--- src/rtl/fetch_sequencer.sv ---
// rtl/fetch_sequencer.sv - instruction-fetch sequencer: PC, IR and fetch/execute phase
// Drives the ROM address and presents opcode/operand/phase to the decoder.
module fetch_sequencer #(
  parameter int ADDR_W  = 12,
  parameter int INSTR_W = 8,
  parameter int OPC_W   = 4,
  parameter int ROM_LAT = 0
) (
  input  logic                     CLK,
  input  logic                     RST,
  input  logic                     ENABLE,
  input  logic                     LOAD_PC,
  input  logic [ADDR_W-1:0]        LOAD_ADDR,
  input  logic                     HALT_REQ,
  input  logic                     RESUME,
  input  logic [INSTR_W-1:0]       ROM_DATA,
  output logic [ADDR_W-1:0]        ROM_ADDR,
  output logic [ADDR_W-1:0]        PC,
  output logic [OPC_W-1:0]         OPCODE,
  output logic [INSTR_W-OPC_W-1:0] OPERAND,
  output logic                     PHASE,
  output logic                     VALID,
  output logic                     HALTED,
  output logic                     WRAP
);

  typedef enum logic [1:0] {
    ST_FETCH = 2'd0,
    ST_WAIT  = 2'd1,
    ST_EXEC  = 2'd2,
    ST_HALT  = 2'd3
  } state_t;

  state_t              r_state;
  state_t              w_state_nxt;
  logic [ADDR_W-1:0]   r_pc;
  logic [ADDR_W-1:0]   w_pc_nxt;
  logic [INSTR_W-1:0]  r_ir;
  logic [INSTR_W-1:0]  w_ir_nxt;
  logic                r_wrap;
  logic                w_wrap_nxt;
  logic [ADDR_W:0]     w_pc_inc;
  logic                w_load_ir;

  // The carry out of the increment is the wrap event.
  assign w_pc_inc  = {1'b0, r_pc} + {{ADDR_W{1'b0}}, 1'b1};
  assign w_load_ir = (r_state == ST_WAIT) || ((r_state == ST_FETCH) && (ROM_LAT == 0));

  always_ff @(posedge CLK) begin
    if (!RST) begin
      r_state <= ST_FETCH;
      r_pc    <= '0;
      r_ir    <= '0;
      r_wrap  <= 1'b0;
    end else if (ENABLE) begin
      r_state <= w_state_nxt;
      r_pc    <= w_pc_nxt;
      r_ir    <= w_ir_nxt;
      r_wrap  <= w_wrap_nxt;
    end
  end

  always_comb begin
    w_state_nxt = r_state;
    w_pc_nxt    = r_pc;
    w_ir_nxt    = r_ir;
    w_wrap_nxt  = r_wrap;
    if (w_load_ir) begin
      w_ir_nxt    = ROM_DATA;
      w_pc_nxt    = w_pc_inc[ADDR_W-1:0];
      w_state_nxt = ST_EXEC;
      if (w_pc_inc[ADDR_W]) begin
        w_wrap_nxt = 1'b1;
      end
    end else begin
      case (r_state)
        ST_FETCH: w_state_nxt = ST_WAIT;
        ST_EXEC: begin
          if (HALT_REQ) begin
            w_state_nxt = ST_HALT;
          end else if (LOAD_PC) begin
            w_pc_nxt    = LOAD_ADDR;
            w_wrap_nxt  = 1'b0;
            w_state_nxt = ST_FETCH;
          end else begin
            w_state_nxt = ST_FETCH;
          end
        end
        ST_HALT: begin
          if (RESUME) begin
            w_state_nxt = ST_FETCH;
          end
        end
        default: w_state_nxt = ST_FETCH;
      endcase
    end
  end

  assign ROM_ADDR = r_pc;
  assign PC       = r_pc;
  assign OPCODE   = r_ir[INSTR_W-1 -: OPC_W];
  assign OPERAND  = r_ir[INSTR_W-OPC_W-1:0];
  assign PHASE    = (r_state == ST_EXEC);
  assign VALID    = (r_state == ST_EXEC);
  assign HALTED   = (r_state == ST_HALT);
  assign WRAP     = r_wrap;

endmodule

--- config.mk ---
export PLATFORM = sky130hd
export DESIGN_NAME = fetch_sequencer
export DESIGN_NICKNAME = d
export VERILOG_FILES = /design/src/rtl/fetch_sequencer.sv
export SDC_FILE = /design/constraint.sdc
export NUM_CORES = 1
export LEC_CHECK = 0
export CORE_UTILIZATION = 30
export CTS_BUF_LIST = sky130_fd_sc_hd__clkbuf_2 sky130_fd_sc_hd__clkbuf_4 sky130_fd_sc_hd__clkbuf_8
export CTS_CLUSTER_SIZE = 14
export DETAILED_ROUTE_END_ITERATION = 12
export GPL_ROUTABILITY_DRIVEN = 0
export PLACE_DENSITY = 0.65
export SLEW_MARGIN = 20
export SYNTH_ARGS = -nofsm -noshare
export SYNTH_HDL_FRONTEND = slang
export SYNTH_SLANG_ARGS = --single-unit
--- constraint.sdc ---
create_clock -name CLK -period 1.5 [get_ports CLK]
set_input_delay 0.45 -clock CLK [delete_from_list [all_inputs] [get_ports CLK]]
set_output_delay 0.45 -clock CLK [all_outputs]
set_load 0.01 [all_outputs]
==> flow_summary.toml <==
[setup_path]
critPathKind = "reg2reg"
rr_endpoint = "PC[11]"
cp-start-kind = "flop"
cp_max_fo = 6
crit-reg2reg-launch = "r_state[1]"
worstRegToRegCells = 5
worst_setup_path_end_kind = "flop"
required_ps = 1690
crit_arrival_ps = 1630
rrSetupSlack_ps = 60

[routing]
drtIter0Drc = 72
wl_mm = 3.37
drc = 0
vias_per_cell = 4.86
num_vias = 1327
dr.pass1.iters = 4
ant_nets = 0
routedWlPerCell_microns = 12.3

[sta]
grt_setup_unrepaired = "yes"
setup_ws_ps = 55.2
drv_slew = 0
setup_viol = 0
fin_crit_sh_pct = 96.3
finalHoldViolCount = 0
hold_ws_ps = 458
relSlewSlack_pct = 85.1
tightest_slew_ps = 221
clock-skew-final_ps = 3.58
fmax_mhz = 692
finalSetupTns_ps = 0
min_period_ps = 1440

[cells_and_area]
stdcell_count = 273
postLayoutCoreUtil_pct = 49.9
nets = 251
drive_above_1_share_pct = 24.2
mostFrequentLayoutCells = "dlygate4sd2_1, nand2_1, clkdlybuf4s50_1, buf_4, a21oi_1"
layout_commonest_cell = "dlygate4sd2_1"
num_antenna_cells = 0
area_growth_pct = 59.3
fillerInstances = 401

[cts]
cts.sinks = 23
tritoncts = "yes"
htree_levels = 1
clkTransAtPathRegs_ps = 90
cts-root-buf = "clkbuf_8"
numCtsBuffers = 3
clk_latency_ps = 260
cts_max_path_buffers = 2

[logic_synthesis]
synth-main-ff-cell = "dfxtp_1"
ys_ff_latch = 23
synth_seq_area_share_pct = 36.8
syn_inst = 156
synth_nets = 183
synth_edf_count = 0
yosysUniqueCellTypes = 42
yosysWarnings = 0
synth-async-reset-ratio_pct = 0
syn_area_sq_mm = 0.00125
syn_area_per_cell_sq_um = 8.03

[die]
die_area_sq_mm = 0.00444
row_count = 23
core_area_sq_mm = 0.00400
start_util_pct = 31.3
die_y_microns = 66.6
die_w_microns = 66.6
num_io_pins = 62

[pwr]
leakage_nw = 0.921
vdd_drop_max_mv = 0.520
powerDensity_mw_per_mm2 = 713

[global_routing]
grt_max_degree = 14
gr-total-overflow = 0
grt_pass1_wl_mm = 5.45
antenna_found_initial = 0
first_global_vias = 1165
grt_usage_pct = 16.2

[job]
cap_viol_max_count = 0

[status]
status = "complete, no violations"

[min_path]
hp-start = "r_ir[2]"
holdPathEnd = "r_ir[2]"
holdPathStages = 2
hold_class = "reg2reg"

[placed_design]
pre_cts_slack_ps = -467
place_inst = 268
dpl.hpwl_mm = 2.53
port_buffers = 61
## power by group
part	leakage [nW]	switching, mW	internal (mW)
Sequential	0.194	0.0334	0.647
Clock	0.0255	0.198	0.185
Combinational	0.702	0.163	0.197
## critical path, stage by stage (launching register included)
cell and delay, ps:
dfxtp_2 340, buf_4 150, and2b_2 280, nand3_2 110, or3_1 350, a31oi_1 160
## Yosys cell counts, types with 2 or more instances
cell type	count	share of area (%)
nand2_1	28	8.4
dfxtp_1	23	37
a21oi_1	17	6.8
buf_4	14	8.4
nor2_1	10	3.0
o21ai_0	10	4.0
a31oi_1	6	3.0
nand3_1	4	1.6
buf_2	3	1.2
a22o_1	2	1.4
and2_1	2	1.0
and3_1	2	1.0
buf_1	2	0.60
clkinv_1	2	0.60
mux2i_1	2	1.6
o221a_2	2	1.8
or3_1	2	1.0
## flip-flops by register name, indices dropped and copies added, names as in the netlist
name / flops
PC: 12
r_state: 2
r_ir: 8
WRAP: 1
## timing repair
item / 4_1_cts / 5_1_grt
resized for setup: 58 / 7
hold endpoints to repair: 0 / 0
hold buffers: 0 / 0
setup endpoints to repair: 49 / 8
buffers inserted: 0 / 0
pin swaps: 3 / 0
gates cloned: 1 / 0
## stage by stage
step / total power, mW / instance area, sq um
detailed placement: 1.08 / 1960
floorplan: 0.869 / 1270
global placement: 1.08 / 1960
global route: 1.51 / 2000
finish: 1.42 / 2000
CTS: 1.44 / 2000
## routing by layer
metal / global-route usage, % / vias up / share of wire (%)
met5: 0 / - / 0
met4: 4.79 / 0 / 1.0
met3: 3.08 / 2 / 4.8
met2: 25.6 / 37 / 46
met1: 22.0 / 610 / 48
li1: - / 678 / -
## worst max-delay path by stage
stage               depth (start not counted)     end  slack, ps  startpoint
detailed placement                          5   PC[8]       -470    HALT_REQ
CTS                                         5  PC[11]         10  r_state[1]
floorplan                                   6  PC[10]         20       PC[0]
finish                                      5  PC[11]         60  r_state[1]
global route                                5  PC[11]         -9  r_state[1]
global placement                            5   PC[8]       -440    HALT_REQ
## area by class of cell
class / count / area (sq um) / area share [%]
well taps: 50 / 62.6 / 3.13
clock buffers: 3 / 41.3 / 2.07
multi-input cells: 111 / 677 / 33.9
repair buffers: 83 / 722 / 36.2
inverters: 2 / 7.51 / 0.376
clock inverters: 1 / 5.00 / 0.251
flip-flops and latches: 23 / 480 / 24.1
## logic make-up (layout without fill, tap and decap cells)
kind of cell    after synthesis  after routing  share of synthesized area, %
compound gates               47             47                          23.7
fa+ha+maj                     1              1                         0.999
buf+inv                      22             89                          11.7
flops                        23             23                          36.8
mux                           3              3                          2.50
simple gates                 60             60                          24.4
(Power assumes the default switching activity.)
